File: config.mk
export PLATFORM = sky130hd
export DESIGN_NAME = ram_port_arbiter
export DESIGN_NICKNAME = d
export VERILOG_FILES = /design/src/rtl/jpeg_mem_pkg.sv /design/src/rtl/rr_pick.sv /design/src/rtl/ram_port_arbiter.sv
export SDC_FILE = /design/constraint.sdc
export NUM_CORES = 1
export LEC_CHECK = 0
export CAP_MARGIN = 10
export CORE_MARGIN = 3
export CORE_UTILIZATION = 31
export CTS_CLUSTER_SIZE = 25
export DETAILED_ROUTE_END_ITERATION = 6
export GPL_TIMING_DRIVEN = 0
export HOLD_SLACK_MARGIN = 0.03
export MAX_ROUTING_LAYER = met4
export PLACE_DENSITY_LB_ADDON = 0.12
export SLEW_MARGIN = 20
export SYNTH_ARGS = -nofsm -noshare
export SYNTH_HDL_FRONTEND = slang
export SYNTH_SLANG_ARGS = --single-unit
File: constraint.sdc
create_clock -name clk -period 2.55 [get_ports clk]
set_clock_uncertainty 0.05 [all_clocks]
set_input_delay 0.6375 -clock clk [delete_from_list [all_inputs] [get_ports clk]]
set_output_delay 0.6375 -clock clk [all_outputs]
set_load 0.02 [all_outputs]
File: src/rtl/jpeg_mem_pkg.sv
`default_nettype none
// +----------------------------------------------------------------------+
// | jpeg_mem_pkg                                                         |
// | Shared types for the JPEG decoder's on-chip RAM access path:         |
// | arbiter state encoding, the request field layout and a wrap helper.  |
// | Revision: 1.0 - initial release                                      |
// +----------------------------------------------------------------------+
package jpeg_mem_pkg;

  localparam int JPEG_MEM_ADDRESS_WIDTH = 16;
  localparam int JPEG_MEM_DATA_WIDTH    = 8;

  // Arbiter modes: plain round-robin, or port held by one owner.
  typedef enum logic [0:0] {
    ARB_IDLE  = 1'b0,
    ARB_OWNED = 1'b1
  } arb_state_t;

  // One requester's access as seen on the RAM pins.
  typedef struct packed {
    logic                              we;
    logic [JPEG_MEM_ADDRESS_WIDTH-1:0] addr;
    logic [JPEG_MEM_DATA_WIDTH-1:0]    wdata;
  } ram_req_t;

  // (idx + 1) mod n without a divider.
  function automatic int next_index(input int idx, input int n);
    return (idx + 1 >= n) ? 0 : idx + 1;
  endfunction

endpackage
`default_nettype wire

File: src/rtl/rr_pick.sv
`default_nettype none
// +----------------------------------------------------------------------+
// | rr_pick                                                              |
// | Combinational round-robin priority picker. Selects the first set     |
// | bit of req at or after rr_ptr, wrapping modulo NUM_REQ.              |
// | Ports: req (requests), rr_ptr (search start) -> gnt (one-hot),       |
// |        index (binary of gnt), valid (any request present).           |
// | Revision: 1.0 - initial release                                      |
// +----------------------------------------------------------------------+
module rr_pick #(
  parameter int NUM_REQ   = 2,
  parameter int IDX_WIDTH = (NUM_REQ > 1) ? $clog2(NUM_REQ) : 1
) (
  input  logic [NUM_REQ-1:0]   req,
  input  logic [IDX_WIDTH-1:0] rr_ptr,
  output logic [NUM_REQ-1:0]   gnt,
  output logic [IDX_WIDTH-1:0] index,
  output logic                 valid
);

  always_comb begin
    gnt   = '0;
    index = '0;
    valid = 1'b0;
    for (int off = 0; off < NUM_REQ; off++) begin
      if (!valid && req[(int'(rr_ptr) + off) % NUM_REQ]) begin
        gnt[(int'(rr_ptr) + off) % NUM_REQ] = 1'b1;
        index = IDX_WIDTH'((int'(rr_ptr) + off) % NUM_REQ);
        valid = 1'b1;
      end
    end
  end

endmodule
`default_nettype wire

File: src/rtl/ram_port_arbiter.sv
`default_nettype none
// +----------------------------------------------------------------------+
// | ram_port_arbiter                                                     |
// | Shares one single-port synchronous RAM between NUM_REQ requesters.   |
// | Round-robin when idle; a granted access with lock=1 keeps the port   |
// | for its owner for at most MAX_LOCK consecutive grants.               |
// | Ports: req/lock/we/addr/wdata per requester in; gnt one-hot out;     |
// |        rvalid/rdata read return; ram_* drive the external RAM pins.  |
// | Revision: 1.0 - initial release                                      |
// +----------------------------------------------------------------------+
module ram_port_arbiter
  import jpeg_mem_pkg::*;
#(
  parameter int NUM_REQ       = 2,
  parameter int DATA_WIDTH    = 8,
  parameter int ADDRESS_WIDTH = 16,
  parameter int MAX_LOCK      = 64
) (
  input  logic                             clk,
  input  logic                             rst,
  input  logic [NUM_REQ-1:0]               req,
  input  logic [NUM_REQ-1:0]               lock,
  input  logic [NUM_REQ-1:0]               we,
  input  logic [NUM_REQ*ADDRESS_WIDTH-1:0] addr,
  input  logic [NUM_REQ*DATA_WIDTH-1:0]    wdata,
  output logic [NUM_REQ-1:0]               gnt,
  output logic [NUM_REQ-1:0]               rvalid,
  output logic [DATA_WIDTH-1:0]            rdata,
  output logic                             ram_ce,
  output logic                             ram_we,
  output logic [ADDRESS_WIDTH-1:0]         ram_address,
  output logic [DATA_WIDTH-1:0]            ram_data_input,
  input  logic [DATA_WIDTH-1:0]            ram_data_output
);

  localparam int IDX_WIDTH  = (NUM_REQ > 1) ? $clog2(NUM_REQ) : 1;
  localparam int HOLD_WIDTH = $clog2(MAX_LOCK + 1);

  arb_state_t            r_state;
  logic [IDX_WIDTH-1:0]  r_rr_ptr;
  logic [IDX_WIDTH-1:0]  r_owner;
  logic [HOLD_WIDTH-1:0] r_hold_cnt;
  logic [NUM_REQ-1:0]    r_rvalid;

  logic [NUM_REQ-1:0]    w_pick_gnt;
  logic [IDX_WIDTH-1:0]  w_pick_idx;
  logic                  w_pick_valid;
  logic                  w_owner_active;
  logic [NUM_REQ-1:0]    w_gnt;
  logic [IDX_WIDTH-1:0]  w_idx;
  logic                  w_any;
  logic [IDX_WIDTH-1:0]  w_next_ptr;

  rr_pick #(
    .NUM_REQ   (NUM_REQ),
    .IDX_WIDTH (IDX_WIDTH)
  ) u_rr_pick (
    .req    (req),
    .rr_ptr (r_rr_ptr),
    .gnt    (w_pick_gnt),
    .index  (w_pick_idx),
    .valid  (w_pick_valid)
  );

  // The owner keeps the port only while it is still requesting; otherwise
  // this same cycle is arbitrated round-robin.
  assign w_owner_active = !rst && (r_state == ARB_OWNED) && req[r_owner];

  always_comb begin
    w_gnt = '0;
    w_idx = '0;
    w_any = 1'b0;
    if (rst) begin
      w_any = 1'b0;
    end else if (w_owner_active) begin
      w_gnt[r_owner] = 1'b1;
      w_idx          = r_owner;
      w_any          = 1'b1;
    end else if (w_pick_valid) begin
      w_gnt = w_pick_gnt;
      w_idx = w_pick_idx;
      w_any = 1'b1;
    end
  end

  // On an owned grant w_idx equals r_owner, so one expression serves both
  // the round-robin advance and the release pointer.
  assign w_next_ptr = IDX_WIDTH'(next_index(int'(w_idx), NUM_REQ));

  assign gnt            = w_gnt;
  assign ram_ce         = w_any;
  assign ram_we         = w_any & we[w_idx];
  assign ram_address    = w_any ? addr[int'(w_idx)*ADDRESS_WIDTH +: ADDRESS_WIDTH] : '0;
  assign ram_data_input = w_any ? wdata[int'(w_idx)*DATA_WIDTH +: DATA_WIDTH] : '0;
  assign rvalid         = r_rvalid;
  // The RAM's own output register is the read pipeline stage.
  assign rdata          = ram_data_output;

  always_ff @(posedge clk) begin
    if (rst) begin
      r_state    <= ARB_IDLE;
      r_rr_ptr   <= '0;
      r_owner    <= '0;
      r_hold_cnt <= '0;
      r_rvalid   <= '0;
    end else begin
      r_rvalid <= w_gnt & ~we;
      if (w_owner_active) begin
        // Release on lock=0, or when this grant is the MAX_LOCK-th in a row.
        if (lock[r_owner] && (int'(r_hold_cnt) + 1 < MAX_LOCK)) begin
          r_hold_cnt <= r_hold_cnt + HOLD_WIDTH'(1);
        end else begin
          r_state    <= ARB_IDLE;
          r_rr_ptr   <= w_next_ptr;
          r_hold_cnt <= '0;
        end
      end else if (w_any) begin
        r_rr_ptr <= w_next_ptr;
        if (lock[w_idx] && (MAX_LOCK > 1)) begin
          r_state    <= ARB_OWNED;
          r_owner    <= w_idx;
          r_hold_cnt <= HOLD_WIDTH'(1);
        end else begin
          r_state    <= ARB_IDLE;
          r_hold_cnt <= '0;
        end
      end else if (r_state == ARB_OWNED) begin
        // Owner stopped requesting and nobody else is: drop ownership.
        r_state    <= ARB_IDLE;
        r_hold_cnt <= '0;
      end
    end
  end

endmodule
`default_nettype wire

### Yosys cells after proc, flatten, opt, wreduce, memory -nomap -nowiden

Cells that the tools add are included.

* word-level logic and storage cells: 89
* register bits after elaboration: 12

* add/sub/neg operators: 4
* shifts and indexed selects: 2
* magnitude comparators: 9
* reduce and logical (&&, ||, !) cells: 13
* equal/unequal tests: 1
* bitwise gates (word level): 6
* multiplexer cells: 49

Operators by type and width (number)
* 2-to-1 mux 1 bit: 35
* indexed part select 32 x 6 -> 16 bit: 1
* 2-to-1 mux 7 bit: 4
* 2-to-1 mux 16 bit: 1
* indexed part select 16 x 5 -> 8 bit: 1
* 2-to-1 mux 2 bit: 5
* adder 7 x 1 -> 8 bit, second input constant: 1
* less-than comparator 8 x 7 -> 1 bit, second input constant: 1
* 2-to-1 mux 8 bit: 1
* adder 7 x 1 -> 7 bit, second input constant: 1
* logical AND 1 bit: 7
* less-than comparator 1 x 2 -> 1 bit, second input constant: 3
* demux 1 bit (select 1 bit): 3
* less-than comparator 2 x 3 -> 1 bit, second input constant: 1
* AND reduction 3 bit: 1
* nonzero test 3 bit: 1
* adder 1 x 1 -> 2 bit, second input constant: 1
* AND 2 bit: 1
* greater-or-equal comparator 1 bit, second input constant: 2
* greater-or-equal comparator 2 x 1 -> 1 bit, second input constant: 1
* greater-or-equal comparator 2 bit, second input constant: 1
* zero test 1 bit: 2
* != test 2 bit, second input constant: 1
* inverter 2 bit: 1
* 7 further kinds: 7

### Longest topological paths before layout

Gate-level depths: netlist of run 1.

* word-level depth: 15
* mapped depth: 7
* depth with buffers taken out: 5

### Modules after synthesis

Synthesis of run 1 repeated with hierarchy kept, for this count alone.

* cells, all modules: 172
* area, all modules: 1114.8 um^2

By module, submodules not included
* ram_port_arbiter: cells each 167, times used 1, area each 1082.3 um^2, sequential area each 240.2 um^2
* rr_pick: cells each 5, times used 1, area each 32.5 um^2, sequential area each 0.0 um^2

### Least setup slack after synthesis of run 1

OpenSTA, ideal clock, no wires.

* path kind: input to output
* start point: in rst
* end point: out ram_address[13]
* arrival time: 1801 ps
* required time: 1862 ps
* path slack: 61 ps
* stages on the path: 7
* path buffers: 2
* cells stage by stage: clkbuf_2 > nand2b_1 > a21o_1 > inv_2 > buf_4 > nand2_1 > a21oi_1

* longest elaborated chain between the ends: 7

Ends and longest elaborated chain
* start, declared: RTL line ram_port_arbiter.sv:20 `input logic rst,`
* zero test 1 bit: RTL line ram_port_arbiter.sv:67 `assign w_owner_active = !rst && (r_state == ARB_OWNED) && req[r_owner];`
* logical AND 1 bit (2 in series): RTL line ram_port_arbiter.sv:67
* 2-to-1 mux 1 bit: RTL line ram_port_arbiter.sv:75 `end else if (w_owner_active) begin`
* 2-to-1 mux 1 bit: RTL line ram_port_arbiter.sv:73 `if (rst) begin`
* indexed part select 32 x 6 -> 16 bit: RTL line ram_port_arbiter.sv:93 `assign ram_address = w_any ? addr[int'(w_idx)*ADDRESS_WIDTH +: ADDRESS_WIDTH] : '0;`
* 2-to-1 mux 16 bit *: RTL line ram_port_arbiter.sv:93
* end, declared: RTL line ram_port_arbiter.sv:31 `output logic [ADDRESS_WIDTH-1:0] ram_address,`

Every way passes the cells marked *; elsewhere a longest branch is shown, timed or not.

### Final worst setup path of run 1

Same ends and word-level chain as after synthesis.

==> results of run 1 <==
## timing repair
action	CTS	global route
buffers inserted	0	4
hold buffers	0	0
setup endpoints to repair	28	26
pin swaps	0	2
cloned	0	3
gates resized for setup	92	43
endpoints found under the hold margin	0	0
## final timing paths
check / startpoint / endpoint / slack, ps / cells past startpoint
worst min-delay path: r_rr_ptr$_SDFFE_PP0P_ / r_rr_ptr$_SDFFE_PP0P_ / 440 / 2
worst max register to register: r_hold_cnt[0]$_SDFFE_PP0P_ / r_hold_cnt[4]$_SDFFE_PP0P_ / 820 / 5
worst min register to register: r_rr_ptr$_SDFFE_PP0P_ / r_rr_ptr$_SDFFE_PP0P_ / 440 / 2
worst max-delay path: rst / ram_address[13] / 80 / 8
## registers in the layout, indices dropped and copies added (netlist names)
signal	flops
r_rr_ptr	1
rvalid	2
r_hold_cnt	7
r_state	1
r_owner	1
## cell type report
class	count	area share
multi-input combinational	131	0.3556
timing repair inverter	1	0.003486
tap	46	0.02673
timing repair buffer	96	0.4079
sequential	12	0.1133
clock buffer	3	0.01046
inverter	7	0.01336
buffer	18	0.06915
## cells in the mapped netlist (all sizes together) (2+ instances only)
| cell | instances |
|---|---|
| nand2 | 60 |
| nand4 | 2 |
| and2 | 2 |
| a21oi | 27 |
| a211oi | 2 |
| dfxtp | 12 |
| mux2 | 2 |
| o21ai | 5 |
| o211ai | 3 |
| buf | 15 |
| nand3 | 4 |
| nand2b | 2 |
| nor3 | 2 |
| mux2i | 2 |
| clkbuf | 3 |
| inv | 7 |
## routing by layer
layer  up-vias  GRT usage  part of all wire
li1        767          -                 -
met1       629     0.2103              0.42
met2        74     0.2866              0.49
met4         0    0.03627             0.020
met5         -          -                 0
met3        12    0.05102             0.072
## cells by family (layout without fill, tap and decap cells)
kind of cell / after synthesis / in the layout / share of synthesized area
adders and majority gates: 1 / 1 / 0.01127
buffers and inverters: 25 / 125 / 0.1274
DFF: 12 / 12 / 0.2165
muxes: 4 / 4 / 0.04171
xor gates and xnor gates: 1 / 1 / 0.007893
and+or+nand+nor: 80 / 80 / 0.3337
AOI/OAI and AO/OA: 45 / 45 / 0.2616
## worst register-to-register path, cell delays in order, from the launching register on
cell and delay, ps:
dfxtp_1 380, ha_1 210, nand3_1 200, o31ai_4 450, nand3_4 170, o21ai_0 200
## stage by stage
step	instance area (µm²)	utilization	setup WS, ps
after floorplan	1110	-	61.36
after global placement	2068	0.6102	-562.9
after detailed placement	2068	0.6102	-549.6
after CTS	2011	0.5932	-73.72
after global routing	2153	0.6353	-8.105
final	2153	0.6353	82.65
## report_power, final
part | switching [µW] | internal (µW) | total [µW] | leakage (µW)
logic | 143 | 180 | 323 | 0.000832
clock network | 57.0 | 54.6 | 112 | 0.0000138
registers | 7.80 | 195 | 202 | 0.0000984
total | 208 | 429 | 637 | 0.000944
==> results by group, run 1 <==
Run status
  • Outcome: finished clean

Worst setup path
  • Worst path max stage delay: 210 ps
  • Crit end category: output pin
  • Worst-path fanout max: 9
  • Largest delay share family, worst path: buffers and inverters
  • Critical Path AT: 1780 ps
  • Slowest CP cell: a21o_4
  • Critical path type: primary input to output pin
  • Critical path launch point type: primary input
  • Cells along the critical path: clkbuf_4 -> nand2b_4 -> a21o_4 -> clkinvlp_4 -> clkbuf_16 -> nand2_1 -> a21oi_1 -> buf_4
  • Required time of the critical path: 1860 ps
  • Buf+Inv Stages, Crit Path: 4

Logic synthesis
  • Post-synthesis sequential area ratio: 0.2165
  • Synthesized instance count: 168
  • Post-Syn Nets: 233
  • Syn_area_per_cell: 6.606 µm²
  • Dominant synthesized flop cell: dfxtp_1
  • Post-synthesis cell area: 1110 µm²
  • FF+latch count, synth: 12
  • Synth top area cells: dfxtp_1 (22%), nand2_1 (20%), a21oi_1 (12%)
  • Async set-reset flop share out of synthesis: 0
  • Synth unique cells: 40
  • Post-synth top area share: 0.2165
  • Synth warnings: 0
  • Synth area leader: dfxtp_1
  • Number of synthesized flops with an enable pin: 0

Timing
  • Total negative slack: 0 ps
  • Final Cycle Share: 0.9676
  • Relative slew slack: 0.5633
  • Slew Limit Fails: 0
  • Final hold violations: 0
  • Worst-Margin Slew: 649.7 ps
  • Min cycle time layout: 2467 ps
  • Final Setup Violations: 0
  • Final Hold Slack: 439.0 ps
  • Highest clock rate: 0.4053 GHz

Clocking
  • Root buf cell: clkbuf_4
  • Worst-Skew Late Latency: 260 ps
  • CTS tree: yes
  • CTS Buf Count: 3
  • Clock sink total: 12
  • CTS H-tree depth: 1
  • Worst-path clk slew: 70 ps
  • Clock Tree Buf Depth: 2

Floorplan
  • Die Wd: 65.84 µm
  • I/O pins: 102
  • Area of the core: 3390 µm²
  • Initial Utilization: 0.3274
  • Die Area: 4334 µm²
  • # rows: 21
  • Die Span Y: 65.84 µm

Final layout
  • NumNets Final: 335
  • Cell Count, Final, Fillers Out: 314
  • Sequential cell area: 244.0 µm²
  • Most frequent cells in the layout: clkdlybuf4s50_1 (62), nand2_1 (60), buf_4 (27)
  • Filler instances: 312
  • Syn-to-layout area delta: 94.03%
  • N_diodes: 0
  • Share of post-route cells with drive strength above 1: 0.2500
  • Multi-input gate area: 765.7 µm²
  • Most common cell after layout, fill and taps aside: clkdlybuf4s50_1

GRT
  • Antenna violations before repair: 0
  • Global Route Usage Sum: 0.1739
  • Vias in the first global route: 1,360
  • Grt ovf: 0
  • Largest net degree at the start of global routing: 11
  • First-pass GRT wire length: 5.899 mm

Drt
  • Final WL: 3.880 mm
  • DR WL/cell: 12.36 µm
  • Detailed-route via count: 1,482
  • Initial detailed-routing violation count: 118
  • ANT nets after route: 0
  • Vias per inst: 4.720
  • First drt pass iteration count: 4
  • # DRC: 0

Placement
  • Post-DP HPWL: 3.074 mm
  • Placed insts: 304
  • IO Port Bufs: 90
  • Placer congestion estimate: 0.8028

Pwr
  • Worst vdd ir: 0.1792 mV
  • Pwr dens: 295.7 nW/µm²
  • Tot Pwr: 636.8 µW
  • Pleak: 0.0009441 µW

Hold path
  • HP Class: flop to flop

Flow run
  • Max-cap violations: 0
No activity file was read; power rests on OpenSTA's default activity.
==> run 2: changes to the inputs <==
--- a/constraint.sdc
+++ b/constraint.sdc
@@ -4,2 +4,2 @@
 set_output_delay 0.6375 -clock clk [all_outputs]
-set_load 0.02 [all_outputs]
+set_load 0.005 [all_outputs]
==> run 2 against run 1 <==
Against the previous run:
- combinational power down 13%
- register-to-register slack about the same
- sequential power about the same
- wire length up 0.57%
- worst hold slack worse by 2.1 ps
- clock-buffer cell count unchanged
- critical path type unchanged
- critical endpoint is now ram_address[15]
- global-route usage up 0.29 points
- largest cell class unchanged
- cell area up 1.1%
- largest power group unchanged
==> results by group, run 2 (synthesized netlist as in run 1, its figures left out) <==
Pwr
  • Worst vdd ir: 0.1751 mV
  • Clock power frac: 0.187
  • P_sw: 167.9 µW
  • Tot Pwr: 596.2 µW
  • Pwr dens: 273.9 nW/µm²
  • Internal: 428.3 µW
  • Sequential share of power: 0.341
  • Pleak: 0.0009655 µW
  • Net Sw Frac: 0.2817
  • Gate power share: 0.472

Final layout
  • Sequential cell area: 245.2 µm²
  • Multi-input gate area: 773.2 µm²
  • Biggest register: r_hold_cnt
  • Most common cell after layout, fill and taps aside: clkdlybuf4s50_1
  • Most frequent cells in the layout: clkdlybuf4s50_1 (64), nand2_1 (59), a21oi_1 (23)
  • N_diodes: 0
  • NumNets Final: 340
  • Final Cell Area: 2177 µm²
  • Syn-to-layout area delta: 96.17%
  • Max reg flops: 7
  • Filler instances: 314
  • Share of post-route cells with drive strength above 1: 0.2747

Clocking
  • Root buf cell: clkbuf_4
  • Clock sink total: 12
  • CTS H-tree depth: 1
  • Clock Tree Buf Depth: 2
  • CTS tree: yes
  • Worst-Skew Late Latency: 260 ps
  • CTS Buf Count: 3
  • Worst-path clk slew: 70 ps

Worst setup path
  • Buf+Inv Stages, Crit Path: 5
  • Slowest CP cell: dlygate4sd2_1
  • Critical Path AT: 1840 ps
  • Critical path type: primary input to output pin
  • Crit end category: output pin
  • Cells along the critical path: clkbuf_8 -> nand2b_4 -> a21o_1 -> inv_4 -> buf_4 -> buf_4 -> nand2_1 -> a21oi_1 -> dlygate4sd2_1
  • Largest delay share family, worst path: buffers and inverters
  • Required time of the critical path: 1860 ps
  • Most frequent CP cell: buf_4
  • Critical path launch point type: primary input
  • Worst-path fanout max: 9
  • Worst path max stage delay: 250 ps

Drt
  • Initial detailed-routing violation count: 106
  • Detailed-route via count: 1,476
  • Final WL: 3.902 mm
  • Vias per inst: 4.627
  • DR WL/cell: 12.23 µm
  • # DRC: 0
  • ANT nets after route: 0
  • First drt pass iteration count: 4

Floorplan
  • Die Span Y: 65.84 µm
  • # rows: 21
  • Die Area: 4334 µm²
  • Initial Utilization: 0.3274
  • Die Wd: 65.84 µm
  • Area of the core: 3390 µm²
  • I/O pins: 102

Timing
  • Final Setup Violations: 0
  • Worst-Margin Slew: 652.2 ps
  • RSZ-0062 raised after global routing: yes
  • Highest clock rate: 0.3955 GHz
  • Min cycle time layout: 2529 ps
  • Final hold violations: 0
  • Slew Limit Fails: 0
  • Relative slew slack: 0.5616
  • Final Cycle Share: 0.9916

Placement
  • Post-DP HPWL: 3.074 mm
  • DP Area: 2068 µm²
  • IO Port Bufs: 90
  • Placer congestion estimate: 0.8028

Hold path
  • HP Class: flop to flop

GRT
  • Largest net degree at the start of global routing: 11
  • Vias in the first global route: 1,398
  • M1 GR Usage: 0.2092
  • Met3 Usage GRT: 0.05272
  • GRT busiest layer: met2
  • M2 GR Usage: 0.2991
  • Global Route Usage Sum: 0.1769
  • First-pass GRT wire length: 5.996 mm
  • Antenna violations before repair: 0
  • Grt ovf: 0

Run status
  • Outcome: finished clean

Flow run
  • Max-cap violations: 0
[run 2: cell types whose count changed in the layout (fill, tap and decap cells not counted), sizes merged]
cell           change
clkbuf             +5
clkdlybuf4s50      +2
buf                -1
clkinvlp           -1
dlygate4sd2        +1
dlymetal6s2s       -1
[run 2: tightest hold or removal path, cell delays in order (launching register included)]
cell and delay [ps]:
dfxtp_1 330, inv_1 60, a211oi_1 50
[run 2: power by group through the flow]
| stage | registers, µW | logic (µW) | clock network, µW |
|---|---|---|---|
| 2_1_floorplan | 205 | 102 | 0 |
| 6_report | 203 | 282 | 111 |
| 3_5_place_dp | 207 | 268 | 0 |
| 4_1_cts | 202 | 271 | 116 |
| 3_3_place_gp | 206 | 269 | 0 |
| 5_1_grt | 204 | 308 | 125 |
[run 2: through the flow]
stage / setup TNS [ps] / setup WS [ps] / hold slack (ps) / cells / utilization
floorplan: 0 / 286.0 / 393.4 / 168 / -
global placement: -10030 / -474.6 / 415.3 / 304 / 0.6102
detailed placement: -9826 / -459.3 / 419.9 / 304 / 0.6102
CTS: -96.44 / -96.44 / 429.4 / 316 / 0.6342
global route: -111.4 / -45.43 / 458.8 / 319 / 0.6423
finish: 0 / 21.35 / 436.9 / 319 / 0.6423
[run 2: cell type report]
cell class,instances,area share
timing repair buffer,103,0.4172
multi-input combinational,131,0.3552
inverter,7,0.01322
sequential,12,0.1126
clock buffer,3,0.01034
buffer,17,0.06494
tap,46,0.02644
[run 2: layer usage]
layer  up-vias  wire length [µm]  part of all wire
met3         2               280             0.072
met1       632              1600              0.41
met4         0                22            0.0056
met5         -                 0                 0
li1        776                 -                 -
met2        66              1999              0.51
[run 2: path summary, 6_finish.rpt]
| kind | startpoint | end | slack, ps | depth (start not counted) |
|---|---|---|---|---|
| min | r_rr_ptr$_SDFFE_PP0P_ | r_rr_ptr$_SDFFE_PP0P_ | 440 | 2 |
| max reg2reg | r_hold_cnt[0]$_SDFFE_PP0P_ | r_hold_cnt[4]$_SDFFE_PP0P_ | 820 | 5 |
| max | rst | ram_address[15] | 20 | 9 |
| min reg2reg | r_rr_ptr$_SDFFE_PP0P_ | r_rr_ptr$_SDFFE_PP0P_ | 440 | 2 |
[run 2: timing repair]
action,4_1_cts,5_1_grt
resized for setup,75,38
hold buffers,0,0
cloned,0,1
pin swaps,1,4
setup buffers,9,3
setup endpoints to repair,28,24
==> run 3: changes to the inputs <==
- GPL_TIMING_DRIVEN: 0 -> not set
==> run 3 against run 2 <==
Against the previous run:
- wire length up 10%
- critical path depth unchanged
- cell area fell by 4.2%
- sequential power down 2%
- via count is 0.20% higher
- die area unchanged
- power is 5.9% higher
- first-iteration DRC count unchanged
- core utilization down 2.7 points
- clock-buffer cell count grew 1
- worst hold slack worse by 3.3 ps
- maximum frequency increased by 2.3%
- critical endpoint is now ram_address[6]
==> results by group, run 3 (synthesized netlist as in run 1, its figures left out) <==
Worst setup path
  • Reg2reg end: r_hold_cnt[3]$_SDFFE_PP0P_
  • Critical Path AT: 1780 ps
  • Critical path launch point type: primary input
  • Worst-path fanout max: 7
  • Required time of the critical path: 1860 ps
  • FF-to-FF path depth: 5
  • Reg2reg setup slack: 790 ps
  • Critical path type: primary input to output pin
  • Crit end category: output pin
  • FF-to-FF Start: r_hold_cnt[0]$_SDFFE_PP0P_

Pwr
  • Tot Pwr: 631.6 µW
  • Worst vdd ir: 0.2185 mV
  • Pwr dens: 302.8 nW/µm²
  • Pleak: 0.0009336 µW

Drt
  • DR WL/cell: 14.17 µm
  • Initial detailed-routing violation count: 106
  • Vias per inst: 4.865
  • # DRC: 0
  • First drt pass iteration count: 4
  • Final WL: 4.309 mm
  • ANT nets after route: 0
  • Detailed-route via count: 1,479

Placement
  • IO Port Bufs: 85
  • Post-DP HPWL: 3.066 mm
  • Placer congestion estimate: 0.8017

Timing
  • Highest clock rate: 0.4046 GHz
  • Slew Limit Fails: 0
  • Final Cycle Share: 0.9692
  • Min cycle time layout: 2471 ps
  • Final hold violations: 0
  • Worst-Margin Slew: 373.7 ps
  • RSZ-0062 raised after global routing: no
  • Final Setup Violations: 0
  • Relative slew slack: 0.7509

GRT
  • Global Route Usage Sum: 0.2062
  • First-pass GRT wire length: 6.665 mm
  • Grt ovf: 0
  • Vias in the first global route: 1,419
  • Antenna violations before repair: 0
  • Largest net degree at the start of global routing: 22

Final layout
  • Most frequent cells in the layout: nand2_1 (60), clkdlybuf4s50_1 (54), buf_2 (25)
  • NumNets Final: 324
  • Sequential cell area: 240.2 µm²
  • Syn-to-layout area delta: 87.94%
  • Max reg flops: 7
  • Core Util, Final: 0.6154
  • Most common cell after layout, fill and taps aside: nand2_1
  • N_diodes: 0
  • Multi-input gate area: 765.7 µm²
  • Share of post-route cells with drive strength above 1: 0.2519
  • Filler instances: 324
  • Biggest register: r_hold_cnt

Clocking
  • Worst-path clk slew: 80 ps
  • Worst-Skew Late Latency: 280 ps
  • Hold_buf cts: 0
  • CTS H-tree depth: 1
  • Clock sink total: 12
  • CTS tree: yes
  • CTS Buf Count: 3
  • Root buf cell: clkbuf_4
  • Clock Tree Buf Depth: 2

Run status
  • Outcome: finished clean

Hold path
  • Worst hold path endpoint: r_rr_ptr$_SDFFE_PP0P_
  • Hold Path Stages: 2
  • Hold_sp: r_rr_ptr$_SDFFE_PP0P_
  • HP Class: flop to flop

Floorplan
  • Initial Utilization: 0.3274
  • Die Wd: 65.84 µm
  • I/O pins: 102
  • Die Span Y: 65.84 µm
  • Die Area: 4334 µm²
  • Area of the core: 3390 µm²
  • # rows: 21

Flow run
  • Max-cap violations: 0
==> run 3: changes by cell type in the layout (fill, tap and decap cells not counted), moves of 2 or more <==
cell / change
buf_16: +2
buf_2: +12
buf_4: -6
buf_6: -4
clkbuf_2: -11
clkdlybuf4s50_1: -10
dfxtp_1: +2
==> run 3: how the worst max path moves through the flow <==
stage / depth (start not counted) / end / slack (ps) / startpoint
2_1_floorplan: 7 / ram_address[10] / 290 / rst
3_3_place_gp: 7 / ram_address[15] / -570 / rst
3_5_place_dp: 7 / ram_address[15] / -550 / rst
4_1_cts: 9 / ram_address[15] / 40 / rst
5_1_grt: 9 / ram_data_input[7] / 5 / req[1]
6_report: 9 / ram_address[6] / 80 / req[1]
==> run 3: metal layers <==
| layer | routed length (µm) | global-route usage |
|---|---|---|
| met1 | 1937 | 0.2521 |
| met2 | 2034 | 0.3329 |
| met3 | 261 | 0.05102 |
| met4 | 76 | 0.06477 |
| met5 | 0 | - |
==> run 3: critical path: stages <==
cell	delay [ps]
clkdlybuf4s15_1	230
nand2b_4	60
a21o_1	190
inv_2	100
buf_12	120
buf_16	120
nand2_1	50
a21oi_1	130
buf_2	140
==> run 3: power by group <==
part / switching, µW / internal [µW]
Clock: 67.9 / 86.9
Sequential: 5.10 / 194
Combinational: 107 / 170
==> run 3: what timing repair did <==
action	4_1_cts	5_1_grt
endpoints found under the hold margin	0	0
resized for setup	114	7
gates cloned	3	0
setup endpoints to repair	28	18
buffers inserted	3	0
pin swaps	2	2
==> run 3: final cells by class <==
cell class,instances,share of cell area
clock buffer,4,0.01740
inverter,7,0.01260
multi-input combinational,131,0.3671
sequential,12,0.1152
tap,46,0.02759
timing repair buffer,104,0.4601
==> run 3: stage by stage <==
step / instances / area [µm²] / worst slack [ps] / hold slack [ps] / setup TNS [ps]
after floorplan: 168 / 1110 / 286.0 / 393.4 / 0
after global routing: 304 / 2086 / 4.531 / 455.5 / 0
after global placement: 295 / 2037 / -565.2 / 413.7 / -13570
after CTS: 305 / 2091 / 41.02 / 430.1 / 0
after detailed placement: 295 / 2037 / -545.6 / 418.6 / -13330
final: 304 / 2086 / 78.54 / 433.6 / 0
